`src/rtl/vga_timing_pkg.sv`:
```
// vga_timing_pkg: VGA timing constant sets and width helper shared by the raster generator.
package vga_timing_pkg;

    typedef struct packed {
        int h_area;
        int h_front;
        int h_sync;
        int h_back;
        int v_area;
        int v_front;
        int v_sync;
        int v_back;
    } vga_timing_t;

    localparam vga_timing_t VGA_640X480 = '{640, 16, 96, 48, 480, 10, 2, 33};
    localparam vga_timing_t VGA_800X600 = '{800, 40, 128, 88, 600, 1, 4, 23};

    // Never returns 0 so degenerate sizes still give a legal vector width.
    function automatic int clog2(input int v);
        int r;
        r = 0;
        while ((1 << r) < v) r++;
        return (r == 0) ? 1 : r;
    endfunction

endpackage

```
`src/rtl/vga_span_counter.sv`:
```
// vga_span_counter: enable-qualified counter that wraps to zero after reaching limit.
module vga_span_counter #(
    parameter int W = 10
) (
    input  logic         VGA_CLK,
    input  logic         RST,
    input  logic         en,
    input  logic [W-1:0] limit,
    output logic [W-1:0] count,
    output logic         wrap
);

    logic [W-1:0] count_q, count_d;

    assign wrap    = en && count_q == limit;
    assign count_d = wrap ? '0 : en ? count_q + 1'b1 : count_q;
    assign count   = count_q;

    always_ff @(posedge VGA_CLK) begin
        if (RST) count_q <= '0;
        else     count_q <= count_d;
    end

endmodule

```
`src/rtl/vga_timing_gen.sv`:
```
// vga_timing_gen: registered VGA raster timing with sync, active flag, coordinates and strobes.
// Define VGA_TIMING_ADDR_EN to add the P_COUNT linear frame-buffer address output.
module vga_timing_gen
    import vga_timing_pkg::*;
#(
    parameter int H_AREA  = VGA_640X480.h_area,
    parameter int H_FRONT = VGA_640X480.h_front,
    parameter int H_SYNC  = VGA_640X480.h_sync,
    parameter int H_BACK  = VGA_640X480.h_back,
    parameter int V_AREA  = VGA_640X480.v_area,
    parameter int V_FRONT = VGA_640X480.v_front,
    parameter int V_SYNC  = VGA_640X480.v_sync,
    parameter int V_BACK  = VGA_640X480.v_back,
    parameter bit HS_POL  = 1'b0,
    parameter bit VS_POL  = 1'b0,
    parameter int FRAME_W = 8,
    localparam int H_WHOLE = H_AREA + H_FRONT + H_SYNC + H_BACK,
    localparam int V_WHOLE = V_AREA + V_FRONT + V_SYNC + V_BACK,
    localparam int H_W     = clog2(H_WHOLE),
    localparam int V_W     = clog2(V_WHOLE),
    localparam int ADDR_W  = clog2(H_AREA * V_AREA)
) (
    input  logic               VGA_CLK,
    input  logic               RST,
    input  logic               CE,
    output logic               PIXEL,
    output logic               VGA_HS,
    output logic               VGA_VS,
    output logic [H_W-1:0]     H_POS,
    output logic [V_W-1:0]     V_POS,
`ifdef VGA_TIMING_ADDR_EN
    output logic [ADDR_W-1:0]  P_COUNT,
`endif
    output logic               LINE_START,
    output logic               FRAME_START,
    output logic [FRAME_W-1:0] FRAME_CNT
);

    logic [H_W-1:0] h_q;
    logic [V_W-1:0] v_q;
    logic h_wrap, v_wrap, act, hs_on, vs_on, origin;

    vga_span_counter #(.W(H_W)) u_h (
        .VGA_CLK(VGA_CLK), .RST(RST), .en(CE), .limit(H_W'(H_WHOLE - 1)),
        .count(h_q), .wrap(h_wrap)
    );

    vga_span_counter #(.W(V_W)) u_v (
        .VGA_CLK(VGA_CLK), .RST(RST), .en(CE && h_wrap), .limit(V_W'(V_WHOLE - 1)),
        .count(v_q), .wrap(v_wrap)
    );

    assign act    = int'(h_q) < H_AREA && int'(v_q) < V_AREA;
    assign hs_on  = int'(h_q) >= H_AREA + H_FRONT && int'(h_q) < H_AREA + H_FRONT + H_SYNC;
    assign vs_on  = int'(v_q) >= V_AREA + V_FRONT && int'(v_q) < V_AREA + V_FRONT + V_SYNC;
    assign origin = h_q == '0 && v_q == '0;

    logic               pixel_q, pixel_d, hs_q, hs_d, vs_q, vs_d;
    logic               ls_q, ls_d, fs_q, fs_d, wrapped_q, wrapped_d;
    logic [H_W-1:0]     h_pos_q, h_pos_d;
    logic [V_W-1:0]     v_pos_q, v_pos_d;
    logic [FRAME_W-1:0] frame_cnt_q, frame_cnt_d;

    // wrapped_q marks that a whole frame finished, so the origin that follows
    // reset is not counted but every later one is.
    always_comb begin
        pixel_d     = CE ? act : pixel_q;
        hs_d        = CE ? (hs_on ? HS_POL : !HS_POL) : hs_q;
        vs_d        = CE ? (vs_on ? VS_POL : !VS_POL) : vs_q;
        h_pos_d     = CE ? h_q : h_pos_q;
        v_pos_d     = CE ? v_q : v_pos_q;
        ls_d        = CE && h_q == '0;
        fs_d        = CE && origin;
        frame_cnt_d = (CE && origin) ? frame_cnt_q + FRAME_W'(wrapped_q) : frame_cnt_q;
        wrapped_d   = v_wrap ? 1'b1 : (CE && origin) ? 1'b0 : wrapped_q;
    end

    always_ff @(posedge VGA_CLK) begin
        if (RST) begin
            pixel_q     <= 1'b0;
            hs_q        <= !HS_POL;
            vs_q        <= !VS_POL;
            h_pos_q     <= '0;
            v_pos_q     <= '0;
            ls_q        <= 1'b0;
            fs_q        <= 1'b0;
            frame_cnt_q <= '0;
            wrapped_q   <= 1'b0;
        end else begin
            pixel_q     <= pixel_d;
            hs_q        <= hs_d;
            vs_q        <= vs_d;
            h_pos_q     <= h_pos_d;
            v_pos_q     <= v_pos_d;
            ls_q        <= ls_d;
            fs_q        <= fs_d;
            frame_cnt_q <= frame_cnt_d;
            wrapped_q   <= wrapped_d;
        end
    end

    assign PIXEL       = pixel_q;
    assign VGA_HS      = hs_q;
    assign VGA_VS      = vs_q;
    assign H_POS       = h_pos_q;
    assign V_POS       = v_pos_q;
    assign LINE_START  = ls_q;
    assign FRAME_START = fs_q;
    assign FRAME_CNT   = frame_cnt_q;

`ifdef VGA_TIMING_ADDR_EN
    // addr_q is the address of the next active pixel; origin is itself active, so it restarts at 1.
    logic [ADDR_W-1:0] addr_q, addr_d, p_count_q, p_count_d;

    always_comb begin
        addr_d    = !CE ? addr_q : origin ? ADDR_W'(1) : act ? addr_q + 1'b1 : addr_q;
        p_count_d = !CE ? p_count_q : origin ? '0 : act ? addr_q : p_count_q;
    end

    always_ff @(posedge VGA_CLK) begin
        if (RST) begin
            addr_q    <= '0;
            p_count_q <= '0;
        end else begin
            addr_q    <= addr_d;
            p_count_q <= p_count_d;
        end
    end

    assign P_COUNT = p_count_q;
`endif

endmodule

```
`config.mk`:
```
export PLATFORM = sky130hd
export DESIGN_NAME = vga_timing_gen
export DESIGN_NICKNAME = d
export VERILOG_FILES = /design/src/rtl/vga_timing_pkg.sv /design/src/rtl/vga_span_counter.sv /design/src/rtl/vga_timing_gen.sv
export SDC_FILE = /design/constraint.sdc
export NUM_CORES = 1
export LEC_CHECK = 0
export BUFFER_PORTS_ARGS = -buffer_cell sky130_fd_sc_hd__clkbuf_2
export CORE_ASPECT_RATIO = 1.2
export CORE_MARGIN = 8
export CORE_UTILIZATION = 51
export DETAILED_ROUTE_END_ITERATION = 8
export PLACE_DENSITY = 0.77
export SLEW_MARGIN = 0
export SYNTH_ARGS = -nofsm -noshare
export SYNTH_HDL_FRONTEND = slang
export SYNTH_SLANG_ARGS = --single-unit
```
`constraint.sdc`:
```
create_clock -name VGA_CLK -period 1.6 [get_ports VGA_CLK]
set_input_delay 0.32 -clock VGA_CLK [delete_from_list [all_inputs] [get_ports VGA_CLK]]
set_output_delay 0.32 -clock VGA_CLK [all_outputs]
set_load 0.1 [all_outputs]
```
Word-level counts from Yosys, hierarchy flattened:

Index checks and enable logic that the tools add are counted.

* add/sub/neg operators: 3
* $lt $le $gt $ge: 6
* equal/unequal tests: 2
* mux-type cells: 4
* reduce and logical (&&, ||, !) cells: 14

Operator list (number)
* adder 10 x 1 -> 10 bit (second input constant): 2
* equality test 10 bit (second input constant): 2
* logical NOT 10 bit: 2
* < comparator 10 bit (second input constant): 2
* < comparator 10 x 9 -> 1 bit (second input constant): 2
* greater-or-equal comparator 10 bit (second input constant): 1
* greater-or-equal comparator 10 x 9 -> 1 bit (second input constant): 1
* logical AND 1 bit: 9
* adder 8 x 1 -> 8 bit: 1
* two-way mux 1 bit: 4
* OR reduction 2 bit: 2
* nonzero test 2 bit: 1

* bits in registers: 54
* bits of input ports: 3
* output and inout bits: 33

Depth between registers and ports, before layout:

* depth after elaboration: 5
* mapped depth: 7
* mapped depth without buffers: 6

Hierarchy:

A second synthesis with hierarchy kept.

* cell total of the unflattened synthesis: 277
* area total of the unflattened synthesis: 2562.5 um2

By module, submodules not included
* vga_timing_gen: times used 1, cells each 153, area an instance 1456.4 um2
* vga_span_counter: times used 2, cells each 62, area an instance 553.0 um2

Worst setup path before layout:

No wires, ideal clock.

* path kind: register to register
* start: register frame_cnt_q[0], in the netlist FRAME_CNT[0]
* end: register frame_cnt_q[2], in the netlist FRAME_CNT[2]
* library setup time: 70 ps
* arrival: 2106 ps
* data required time: 1530 ps
* path slack: -576 ps
* cell stages (with the launch flop): 6
* buffers on the path: 0
* cells stage by stage: dfxtp_1 > ha_1 > ha_1 > inv_1 > or4_1 > a21oi_1

* word-level cells in the longest chain between the ends: 1

RTL lines
* start: declaration: line vga_timing_gen.sv:62 `logic [FRAME_W-1:0] frame_cnt_q, frame_cnt_d;`
* start signal: assignment: line vga_timing_gen.sv:97 `frame_cnt_q <= frame_cnt_d;`
* adder 8 x 1 -> 8 bit: line vga_timing_gen.sv:74 `frame_cnt_d = (CE && origin) ? frame_cnt_q + FRAME_W'(wrapped_q) : frame_cnt_q;`

No other way between the ends.
A chain may end at the register's enable or synchronous reset.

Worst setup path after layout:

* start: register u_h.count_q[0], in the netlist u_h.count[0]
* end: register frame_cnt_q[3], in the netlist FRAME_CNT[3]

* word-level cells in the longest chain between the ends: 3

RTL lines
* start: declaration: line vga_span_counter.sv:13 `logic [W-1:0] count_q, count_d;`
* start signal: assignment: line vga_span_counter.sv:21 `else count_q <= count_d;`
* logical NOT 10 bit: line vga_timing_gen.sv:56 `assign origin = h_q == '0 && v_q == '0;`
* logical AND 1 bit: line vga_timing_gen.sv:56
* logical AND 1 bit: line vga_timing_gen.sv:74

No other way between the ends.

==> impl_metrics.py <==
metrics = {
    "run_status": {
        "status": "complete, but fails checks",
        "violations": "negative setup slack",
    },
    "logic_synthesis": {
        "synth-compound-area-share_pct": 7.74,
        "ys_seq_elements": 54,
        "syn_area_per_cell_um2": 9.45,
        "yosys.area.top_type": "dfxtp_1",
        "syn_nets": 269,
        "synth_warnings": 0,
        "async_flop_share_pct": 0,
        "yosysSeqAreaShare_pct": 44.0,
        "synth_cells": 260,
        "synth_fa_ha_area_share_pct": 3.06,
        "synth_mux_area_share_pct": 10.2,
        "synth_top_family_by_area": "simple AND/OR/NAND/NOR gates",
        "synth-main-ff-cell": "dfxtp_1",
        "synthTopCellsByCount": "dfxtp_1, nor2_1, mux2i_1",
        "synthSimpleGateAreaFrac_pct": 25.3,
        "ys_types": 42,
        "synth.top_cell.area_share_pct": 44.0,
        "synthXorXnorAreaFrac_pct": 4.28,
        "yosysMostFrequentCell": "dfxtp_1",
        "syn_area_um2": 2460,
        "synth_edf_count": 0,
        "synth_area_leaders": "dfxtp_1, mux2i_1, nor2_1",
    },
    "run": {
        "cap_violations": 0,
    },
    "pwr": {
        "powerDensity_nw_per_um2": 744,
        "p_switching_w": 0.000640,
        "swShare_pct": 26.3,
        "p_int_w": 0.00180,
        "peakVddDrop_mv": 0.703,
        "clkPwrFrac_pct": 34.1,
        "p_seq_share_pct": 55.6,
        "p_comb_share_pct": 10.4,
        "leakage_nw": 1.41,
    },
    "global_routing": {
        "gr-total-overflow": 0,
        "gr-usage-all-layers_pct": 17.8,
        "grt_max_degree": 29,
        "grt_pass1_wl_mm": 10.5,
        "grt_antenna_before_repair": 0,
        "grt_pass1_vias": 2180,
    },
    "critical_path": {
        "crit_end": "FRAME_CNT[3]",
        "critical_path.max_stage_delay_ns": 0.49,
        "cp.required_ns": 1.85,
        "path_depth": 7,
        "critPathLaunchType": "register",
        "arrival_ns": 1.91,
        "r2r_slack_ns": -0.06,
        "crit_start": "u_h.count[0]",
        "r2r_cells": 7,
        "cp_top_family": "simple AND/OR/NAND/NOR gates",
        "path_buf_inv": 2,
        "critPathKind": "reg -> reg",
        "cp_cell_sequence": "inv_2, ha_4, nor4b_4, nand3_2, buf_6, or4_1, a21oi_1",
        "critPathCaptureType": "register",
        "r2r-start": "u_h.count[0]",
        "critical-path-slowest-cell": "or4_1",
        "cp_max_fo": 6,
        "r2r_end": "FRAME_CNT[3]",
    },
    "cells_and_area": {
        "final_core_utilization_pct": 70.8,
        "drive_gt1_share_pct": 41.5,
        "n_antenna_cell": 0,
        "nets": 348,
        "syn_to_final_growth_pct": 33.5,
        "multi_input_area_um2": 1380,
        "regArea_um2": 1120,
        "fillerInstances": 327,
    },
    "clock_tree": {
        "clock_latency_ns": 0.32,
        "cts_tree": "yes",
        "cts_sinks": 54,
        "hold_buffers": 0,
        "clkTransAtPathRegs_ns": 0.10,
        "ctsHtreeMaxLevel": 2,
        "root_buffer": "clkbuf_8",
        "cts_max_path_buffers": 2,
        "cts_buffers": 5,
    },
    "detailed_routing": {
        "vias": 2244,
        "avgRoutedWirePerCell_um": 16.2,
        "routed_wl_mm": 6.45,
        "ant_nets": 0,
        "drtIter0Drc": 99,
        "via_per_inst": 5.64,
        "drt-pass1-iter-count": 4,
        "drc": 0,
    },
    "sta": {
        "post-route-period-util_pct": 104,
        "relSlewSlack_pct": 63.4,
        "worst_slack_ns": -0.0603,
        "setup_viol": 6,
        "holdWs_ns": 0.444,
        "tightest_slew_ns": 0.552,
        "hold_violations": 0,
        "max_freq_ghz": 0.602,
        "finalCriticalPeriod_ns": 1.66,
        "worst_clock_skew_ns": 0.00847,
        "slew_viol_final": 0,
        "fin_tns_setup_ns": -0.211,
        "rsz0062_at_grt": "yes",
    },
    "die": {
        "die_w_um": 79.4,
        "dieArea_um2": 7300,
        "start_util_pct": 53.1,
        "core.rowCount": 27,
        "coreArea_um2": 4630,
        "die_h_um": 92.0,
        "ios": 36,
    },
    "min_path": {
        "hold_class": "in -> reg",
    },
    "placed_design": {
        "gp_congestion": 0.876,
        "port-buffer-count": 35,
        "dp_slack_ns": -0.0803,
        "dpl.hpwl_mm": 4.38,
    },
}
-- placed cells by master, fill, tap and decap left out, drive strengths merged, types with 3 or more instances in the layout --
| cell | synthesis | layout |
|---|---|---|
| a21oi | 13 | 13 |
| and3 | 5 | 5 |
| and4 | 3 | 3 |
| buf | 7 | 54 |
| clkbuf | 10 | 41 |
| dfxtp | 54 | 54 |
| ha | 6 | 6 |
| inv | 5 | 7 |
| mux2i | 25 | 25 |
| nand2 | 6 | 6 |
| nand2b | 7 | 7 |
| nand3 | 12 | 12 |
| nand4 | 10 | 10 |
| nor2 | 38 | 38 |
| nor3 | 7 | 7 |
| nor4b | 3 | 3 |
| o21ai | 7 | 7 |
| o31ai | 7 | 7 |
| or3 | 5 | 5 |
| or4 | 6 | 6 |
| xnor2 | 5 | 5 |
| xor2 | 7 | 7 |
-- sequential cells by signal (all words and copies together), names as in the netlist --
signal       cells
FRAME_CNT        8
FRAME_START      1
H_POS           10
LINE_START       1
PIXEL            1
VGA_HS           1
VGA_VS           1
V_POS           10
u_h.count       10
u_v.count       10
wrapped_q        1
-- routing by layer --
layer | up-vias | GRT usage (%) | part of all wire [%]
met1 | 1079 | 20.6 | 42
met3 | 19 | 3.42 | 4.2
li1 | 1077 | - | -
met5 | - | 0 | 0
met4 | 0 | 8.98 | 2.6
met2 | 69 | 30.3 | 51
-- worst reg2reg max path: cells and delay by family, from the launching register on --
| family | cells | cell delay [ns] |
|---|---|---|
| and+or+nand+nor | 3 | 0.79 |
| AOI/OAI and AO/OA | 1 | 0.13 |
| DFF | 1 | 0.34 |
| buffers and inverters | 2 | 0.21 |
| adders and majority gates | 1 | 0.12 |
-- through the flow --
| stage | instances | cell area [um^2] | total power [W] |
|---|---|---|---|
| 2_1_floorplan | 260 | 2540 | 0.00156 |
| 3_3_place_gp | 378 | 2980 | 0.00160 |
| 3_5_place_dp | 378 | 2980 | 0.00161 |
| 4_1_cts | 395 | 3210 | 0.00245 |
| 5_1_grt | 398 | 3280 | 0.00252 |
| 6_report | 398 | 3280 | 0.00244 |
-- cell type report --
cell class	instances	share of cell area, %
Clock buffer	6	2.52
Clock inverter	2	0.458
Inverter	5	0.573
Multi-Input combinational cell	184	41.9
Sequential cell	54	34.1
Tap cell	58	2.21
Timing Repair Buffer	89	18.2
-- power groups by stage --
| stage | logic, W | clock network (W) | registers [W] |
|---|---|---|---|
| 2_1_floorplan | 0.000103 | 0 | 0.00145 |
| 4_1_cts | 0.000246 | 0.000848 | 0.00136 |
| 6_report | 0.000253 | 0.000831 | 0.00136 |
| 3_3_place_gp | 0.000217 | 0 | 0.00139 |
| 3_5_place_dp | 0.000221 | 0 | 0.00139 |
| 5_1_grt | 0.000269 | 0.000898 | 0.00136 |
-- worst min-delay path by stage --
stage	from	end	slack (ns)	depth (start not counted)
detailed placement	FRAME_CNT[6]	FRAME_CNT[6]	0.48	2
floorplan	u_v.count[8]	u_v.count[8]	0.48	2
global route	RST	u_h.count[2]	0.46	3
finish	RST	u_h.count[2]	0.44	3
global placement	FRAME_CNT[5]	FRAME_CNT[5]	0.46	2
CTS	RST	u_h.count[2]	0.44	3
-- cell families (layout without fill, tap and decap cells) --
family	after synthesis	count (layout)
buffers and inverters	22	102
multiplexers	25	25
XOR/XNOR	12	12
AND/OR/NAND/NOR	109	109
AO/OA/AOI/OAI	32	32
flip-flops	54	54
adder cells (fa/ha/maj)	6	6
-- what timing repair did --
item,4_1_cts,5_1_grt
endpoints found under the hold margin,0,0
resized for setup,21,14
cloned,1,0
pin swaps,15,10
setup buffers,8,3
endpoints found under the setup margin,9,19
Power figures use the tool's default switching activity.
